File: config.mk
export PLATFORM = sky130hd
export DESIGN_NAME = demux_word_pack
export DESIGN_NICKNAME = d
export VERILOG_FILES = /design/src/rtl/pci_phy_pkg.sv /design/src/rtl/demux_word_pack_word_out_reg.sv /design/src/rtl/demux_word_pack.sv
export SDC_FILE = /design/constraint.sdc
export NUM_CORES = 1
export LEC_CHECK = 0
export BUFFER_PORTS_ARGS = -buffer_cell sky130_fd_sc_hd__buf_2
export CELL_PAD_IN_SITES_DETAIL_PLACEMENT = 1
export CELL_PAD_IN_SITES_GLOBAL_PLACEMENT = 1
export CORE_UTILIZATION = 45
export DETAILED_ROUTE_END_ITERATION = 7
export PLACE_DENSITY = 0.83
export SLEW_MARGIN = 15
export SYNTH_ARGS = -nofsm -noshare
export SYNTH_HDL_FRONTEND = slang
export SYNTH_SLANG_ARGS = --single-unit
File: constraint.sdc
create_clock -name clk_4f -period 2.14 [get_ports clk_4f]
set_input_delay 0.107 -clock clk_4f [delete_from_list [all_inputs] [get_ports clk_4f]]
set_output_delay 0.107 -clock clk_4f [all_outputs]
set_load 0.05 [all_outputs]
File: src/rtl/pci_phy_pkg.sv
// Shared widths for the PCI physical-layer symbol packing path.
`default_nettype none

package pci_phy_pkg;

    localparam int DEF_IN_W  = 8;
    localparam int DEF_RATIO = 4;
    localparam int OUT_W     = DEF_IN_W * DEF_RATIO;
    localparam int IDX_W     = $clog2(DEF_RATIO);

    // Parametrised forms of OUT_W / IDX_W for instances that override the defaults.
    function automatic int word_width(input int in_w, input int ratio);
        return in_w * ratio;
    endfunction

    function automatic int index_width(input int ratio);
        return $clog2(ratio);
    endfunction

endpackage

`default_nettype wire

File: src/rtl/demux_word_pack_word_out_reg.sv
// One-entry valid/ready holding register for completed words.
`default_nettype none

module word_out_reg #(
    parameter int W = 32
) (
    input  logic         clk_4f,
    input  logic         reset_L,
    input  logic         load,
    input  logic [W-1:0] load_data,
    input  logic         ready_out,
    output logic         out_full,
    output logic         valid_out,
    output logic [W-1:0] data_out
);

    // data_out is deliberately not cleared on drain; it keeps the last word.
    always_ff @(posedge clk_4f or negedge reset_L) begin
        if (!reset_L) begin
            out_full <= 1'b0;
            data_out <= '0;
        end else if (load) begin
            out_full <= 1'b1;
            data_out <= load_data;
        end else if (ready_out) begin
            out_full <= 1'b0;
        end
    end

    assign valid_out = out_full;

endmodule

`default_nettype wire

File: src/rtl/demux_word_pack.sv
// Packs IN_W-bit symbols into IN_W*RATIO-bit words (first symbol in the MSBs)
// with start-of-frame realignment, saturating drop count and ready/valid on both sides.
`default_nettype none

module demux_word_pack
    import pci_phy_pkg::*;
#(
    parameter int IN_W  = 8,
    parameter int RATIO = 4,
    parameter int CNT_W = 8
) (
    input  logic                  clk_4f,
    input  logic                  reset_L,
    input  logic                  valid_in,
    input  logic [IN_W-1:0]       data_in,
    input  logic                  sof_in,
    output logic                  ready_in,
    output logic                  valid_out,
    output logic [IN_W*RATIO-1:0] data_out,
    input  logic                  ready_out,
    output logic [CNT_W-1:0]      drop_cnt
);

    localparam int              WORD_W   = word_width(IN_W, RATIO);
    localparam int              SEL_W    = index_width(RATIO);
    localparam logic [SEL_W-1:0] LAST_IDX = SEL_W'(RATIO - 1);
    localparam logic [CNT_W-1:0] CNT_MAX  = '1;

    logic [SEL_W-1:0]  idx;
    logic [SEL_W-1:0]  idx_nxt;
    logic [SEL_W-1:0]  slot;
    logic [WORD_W-1:0] acc;
    logic [WORD_W-1:0] acc_nxt;
    logic              out_full;
    logic              at_last;
    logic              accept;
    logic              load;

    always_comb begin
        at_last = (idx == LAST_IDX);
        // A symbol carrying sof is a new symbol 0, so only a true completing symbol can stall.
        ready_in = !(at_last && !(valid_in && sof_in) && out_full && !ready_out);
        accept   = valid_in && ready_in;
        slot     = sof_in ? '0 : idx;
        acc_nxt  = acc;
        acc_nxt[WORD_W-1 - int'(slot)*IN_W -: IN_W] = data_in;
        load     = accept && !sof_in && at_last;
        idx_nxt  = idx;
        if (accept) begin
            if (sof_in)
                idx_nxt = SEL_W'(1);
            else if (at_last)
                idx_nxt = '0;
            else
                idx_nxt = idx + 1'b1;
        end
    end

    always_ff @(posedge clk_4f or negedge reset_L) begin
        if (!reset_L) begin
            idx      <= '0;
            acc      <= '0;
            drop_cnt <= '0;
        end else begin
            if (accept) begin
                idx <= idx_nxt;
                acc <= acc_nxt;
            end
            if (accept && sof_in && (idx != '0) && (drop_cnt != CNT_MAX))
                drop_cnt <= drop_cnt + 1'b1;
        end
    end

    word_out_reg #(
        .W (WORD_W)
    ) u_word_out_reg (
        .clk_4f    (clk_4f),
        .reset_L   (reset_L),
        .load      (load),
        .load_data (acc_nxt),
        .ready_out (ready_out),
        .out_full  (out_full),
        .valid_out (valid_out),
        .data_out  (data_out)
    );

endmodule

`default_nettype wire

### After elaboration in Yosys (flattened, before gate mapping)

Cells that the tools add are included.

| storage, ports and cells | value |
|---|---|
| memory bits (read-only) | 0 |
| bits in latches | 0 |
| word-level logic and storage cells | 35 |
| bits in writable memories | 0 |
| memories kept | 0 |
| output and inout bits | 42 |
| register bits after elaboration | 75 |

| operators by class | value |
|---|---|
| bitwise gates (word level) | 0 |
| reductions and logical operators | 16 |
| mux-type cells | 6 |
| order comparisons | 0 |
| div/mod/pow operators | 0 |
| add/subtract/negate cells | 4 |
| shift-type cells | 2 |
| equality and inequality tests | 2 |
| $mul | 0 |

Operators by type and width:

| kind | number |
|---|---|
| $shift 8x33->39 const A | 1 |
| $shiftx 8x33->39 | 1 |
| $neg 6->33 | 1 |
| $bwmux 32 | 1 |
| $logic_and 1x1->1 | 10 |
| $add 8x1->8 const B | 1 |
| $ne 8x8->1 const B | 1 |
| $mux 2 | 3 |
| $sub 5x5->6 const A | 1 |
| $logic_not 1->1 | 4 |
| $reduce_bool 2->1 | 2 |
| $add 2x1->2 const B | 1 |
| $eq 2x2->1 const B | 1 |
| $mux 1 | 2 |

### Depth between registers and ports, before layout

| depth | value |
|---|---|
| depth in word-level cells | 10 |
| gate-level depth with buffers | 6 |
| depth with buffers taken out | 6 |

### Cells and area by module

A second synthesis with hierarchy kept.

| second synthesis, totals | value |
|---|---|
| cells, all modules | 236 |
| area total of the unflattened synthesis | 3593.4 µm² |

By module, submodules not included:

| module | instances | area an instance (µm²) | cells an instance |
|---|---|---|---|
| demux_word_pack | 1 | 2208.4 | 164 |
| word_out_reg | 1 | 1385.1 | 72 |

### Worst setup path before layout

OpenSTA, ideal clock, no wires.

| timing | value |
|---|---|
| kind | flip-flop to flip-flop |
| start point | register drop_cnt[0] |
| end point | register drop_cnt[1] |
| buffers on the path | 0 |
| library setup time | 0.125 ns |
| slack | 0.262 ns |
| cell stages (with the launch flop) | 5 |
| arrival | 1.754 ns |
| data required time | 2.015 ns |
| cell sequence | dfrtp_1 -> ha_1 -> nand3_1 -> o2111ai_4 -> mux2_2 |

| on the way | value |
|---|---|
| cells in the longest elaborated chain, start to end | 2 |
| elaborated cells on any way between the ends | 3 |
| classes of those cells | add/sub (1); eq/ne (1); reduce/logical (1) |

RTL lines:

| what | line | RTL |
|---|---|---|
| start: declaration | demux_word_pack.sv:21 | `output logic [CNT_W-1:0] drop_cnt` |
| start signal: assignment | demux_word_pack.sv:70 | `drop_cnt <= drop_cnt + 1'b1;` |
| parallel branches: the longest is 2 deep, another holds $add 8x1->8 | - |  |

Several ways; the timed one is not identified.
A chain may end at the register's enable or synchronous reset.

### Worst setup path after layout

| timing | value |
|---|---|
| start point | register idx[1] |
| end point | register acc[5] |

| on the way | value |
|---|---|
| cells in the longest elaborated chain, start to end | 6 |
| elaborated cells on any way between the ends | 12 |
| classes of those cells | add/sub (2); eq/ne (1); shift (2); mux (2); reduce/logical (5) |

RTL lines:

| what | line | RTL |
|---|---|---|
| start: declaration | demux_word_pack.sv:29 | `logic [SEL_W-1:0] idx;` |
| start signal: assignment | demux_word_pack.sv:66 | `idx <= idx_nxt;` |
| parallel branches: the longest is 6 deep, another holds $neg 6->33 | - |  |
| end signal: assignment | demux_word_pack.sv:67 | `acc <= acc_nxt;` |
| end: declaration | demux_word_pack.sv:32 | `logic [WORD_W-1:0] acc;` |

Several ways; the timed one is not identified.

==> metrics.yaml <==
timing:
  period_share: 0.864
  tns_ns: 0
  hold_slack_ns: 0.0954
  slew_viol_final: 0
  setup_viol: 0
  skew_ns: 0.00733
  tightest_slew_ns: 0.782
  rsz0062_at_grt: "no"
  max_slew_margin: 0.479
  finalHoldViolCount: 0
  period_minus_slack_ns: 1.85
  max_clock_freq_mhz: 541
  timing.final.ws_setup_ns: 0.291
logic_synthesis:
  syn_area_um2: 3390
  ys_warn_count: 0
  ys_seq_area_frac: 0.554
  syn_area_per_cell_um2: 12.8
  yosysMostFrequentCell: "dfrtp_1"
  yosys-top-cells-count: "dfrtp_1 (75), nand2_1 (37), mux2i_1 (32)"
  synth_top_area_cell: "dfrtp_1"
  synth_area_leaders: "dfrtp_1 (55%), mux2i_1 (9.4%), mux2_4 (7.1%), mux2_2 (5.3%), nand2_1 (4.1%)"
  ys_types: 32
  synth_flop_cell: "dfrtp_1"
  async_flop_share: 1.00
  synth_seq_cells: 75
  synth_edf_count: 0
  yosys.area.top_type_share: 0.554
  synthesis.nets: 281
  synthCells: 265
finish:
  n_antenna_cell: 0
  n_fill_cell: 798
  final_area_um2: 3990
  layout-drive-gt1-share: 0.366
  layout.nets: 342
  seqCellArea_um2: 1880
  stdcell_count: 430
  finish.utilization: 0.550
  area_growth_pct: 17.8
  multiInputGateArea_um2: 1400
pwr:
  leakage_nw: 2.00
  p_total_mw: 5.89
  ir_worst_vdd_v: 0.000653
  power.density_nw_per_um2: 1480
place:
  dpl.hpwl_um: 4940
  port-buffer-count: 54
  place_congestion: 0.786
  post_dp_cell_area_um2: 3770
  place_ws_ns: 0.0209
  dp_cells: 413
route:
  ant_nets: 0
  drc: 0
  drtPass1Iterations: 4
  wl_per_cell_um: 16.8
  first_iter_violations: 81
  routed_wl_um: 7220
  viasPerCell: 5.14
  via_count: 2209
setup_path:
  slowest_delay_ns: 0.50
  critPathCaptureType: "register"
  crit_arrival_ns: 2.08
  crit_required_ns: 2.37
  start_kind: "register"
  slowest_stage: "o31a_2"
  crit_type: "register to register"
  worstPathCellList: "ha_1, inv_1, o31a_2, nand2_8, mux2_2"
  critPathMaxFanout: 8
outcome:
  status: "finished clean"
die:
  start_util: 0.467
  die_y_um: 88.8
  dieArea_um2: 7880
  core_um2: 7250
  boundaryPins: 55
  die_x_um: 88.8
  rows: 31
clock_tree:
  cts_buffers: 9
  cts_tree: "yes"
  clockRootBuffer: "clkbuf_8"
  postCtsSetupBuffers: 0
  clk_latency_ns: 0.34
  clk_path_buf_depth: 2
  htree_levels: 3
  clk_pin_slew_ns: 0.08
  clock_sinks: 75
worst_hold_path:
  hp-class: "input port to register"
run:
  cap_violations: 0
global_route:
  grt_pass1_vias: 2361
  gr-total-overflow: 0
  grt_max_degree: 45
  grtUsageTotal: 0.208
  antenna_found_initial: 0
  grt_pass1_wl_um: 11900
==> cells by family after synthesis <==
logic type               count (synthesis)  synth area share
flip-flops                              75             0.554
adder cells (fa/ha/maj)                  3            0.0111
AND/OR/NAND/NOR                         57            0.0952
buffers and inverters                   19            0.0343
XOR/XNOR                                 7            0.0181
AO/OA/AOI/OAI                           39            0.0657
multiplexers                            65             0.222
==> state kept, by name (all words and copies together), names as in the netlist <==
signal and flops:
u_word_out_reg.data_out 32, drop_cnt 8, idx 2, u_word_out_reg.out_full 1, acc 32
==> routing by layer <==
layer  share of wire  vias up  GRT usage
li1                -     1034          -
met1            0.45     1117      0.273
met2            0.50       49      0.334
met3           0.041        9     0.0541
met4           0.013        0     0.0718
met5               0        -          0
==> critical path, delay by kind of cell, from the launching register on <==
kind,cells,cell delay [ns]
AO/OA/AOI/OAI,1,0.50
multiplexers,1,0.35
buffers and inverters,1,0.05
AND/OR/NAND/NOR,1,0.16
flip-flops,1,0.44
adder cells (fa/ha/maj),1,0.24
==> power by group <==
group	leakage, nW	switching [mW]	internal [mW]
Combinational	0.961	1.71	0.741
Clock	0.102	0.516	0.635
Sequential	0.938	0.323	1.97
==> final cells by class <==
type                    count  area share
clock inverters             3      0.0113
repair buffers             63      0.0884
multi-input cells         171       0.350
flip-flops and latches     75       0.470
inverters                   6     0.00689
well taps                  99      0.0310
clock buffers              13      0.0423
==> placed cells by master (no fill, tap or decap), types with 2 or more instances in the layout <==
cell        netlist  layout
buf_2             2      54
clkinvlp_4        0       2
mux2_2           16      16
nor2_1            4       4
nor3_2            2       2
nand2_1          37      37
inv_1             3       3
nand3_1           2       2
inv_2             2       2
ha_1              3       3
buf_4             2       7
nand3b_1          2       2
o21ai_1           8       8
nor3_1            2       2
mux2i_1          32      32
o21ai_0          27      27
nand2_8           4       4
mux2_4           16      16
clkbuf_8          0      12
xor2_1            6       6
dfrtp_1          75      75
==> repair_timing <==
item / 4_1_cts / 5_1_grt
endpoints found under the hold margin: 31 / 0
hold buffers: 1 / 0
endpoints found under the setup margin: 0 / 32
resized for setup: 0 / 1
==> path summary, 6_finish.rpt <==
path                                                              start                                       to  slack [ns]  depth (start not counted)
worst max-delay path                                 idx[1]$_DFFE_PN0P_                       acc[5]$_DFFE_PN0P_        0.29                          5
worst min-delay path                                          ready_out      u_word_out_reg.out_full$_DFFE_PN0P_         0.1                          3
worst max register to register                       idx[1]$_DFFE_PN0P_                       acc[5]$_DFFE_PN0P_        0.29                          5
worst min register to register  u_word_out_reg.data_out[13]$_DFFE_PN0P_  u_word_out_reg.data_out[13]$_DFFE_PN0P_        0.48                          2
max in group asynchronous                                       reset_L                      acc[22]$_DFFE_PN0P_        1.06                          3
min in group asynchronous                                       reset_L                  drop_cnt[6]$_DFFE_PN0P_        0.38                          2
Power figures use the tool's default switching activity.
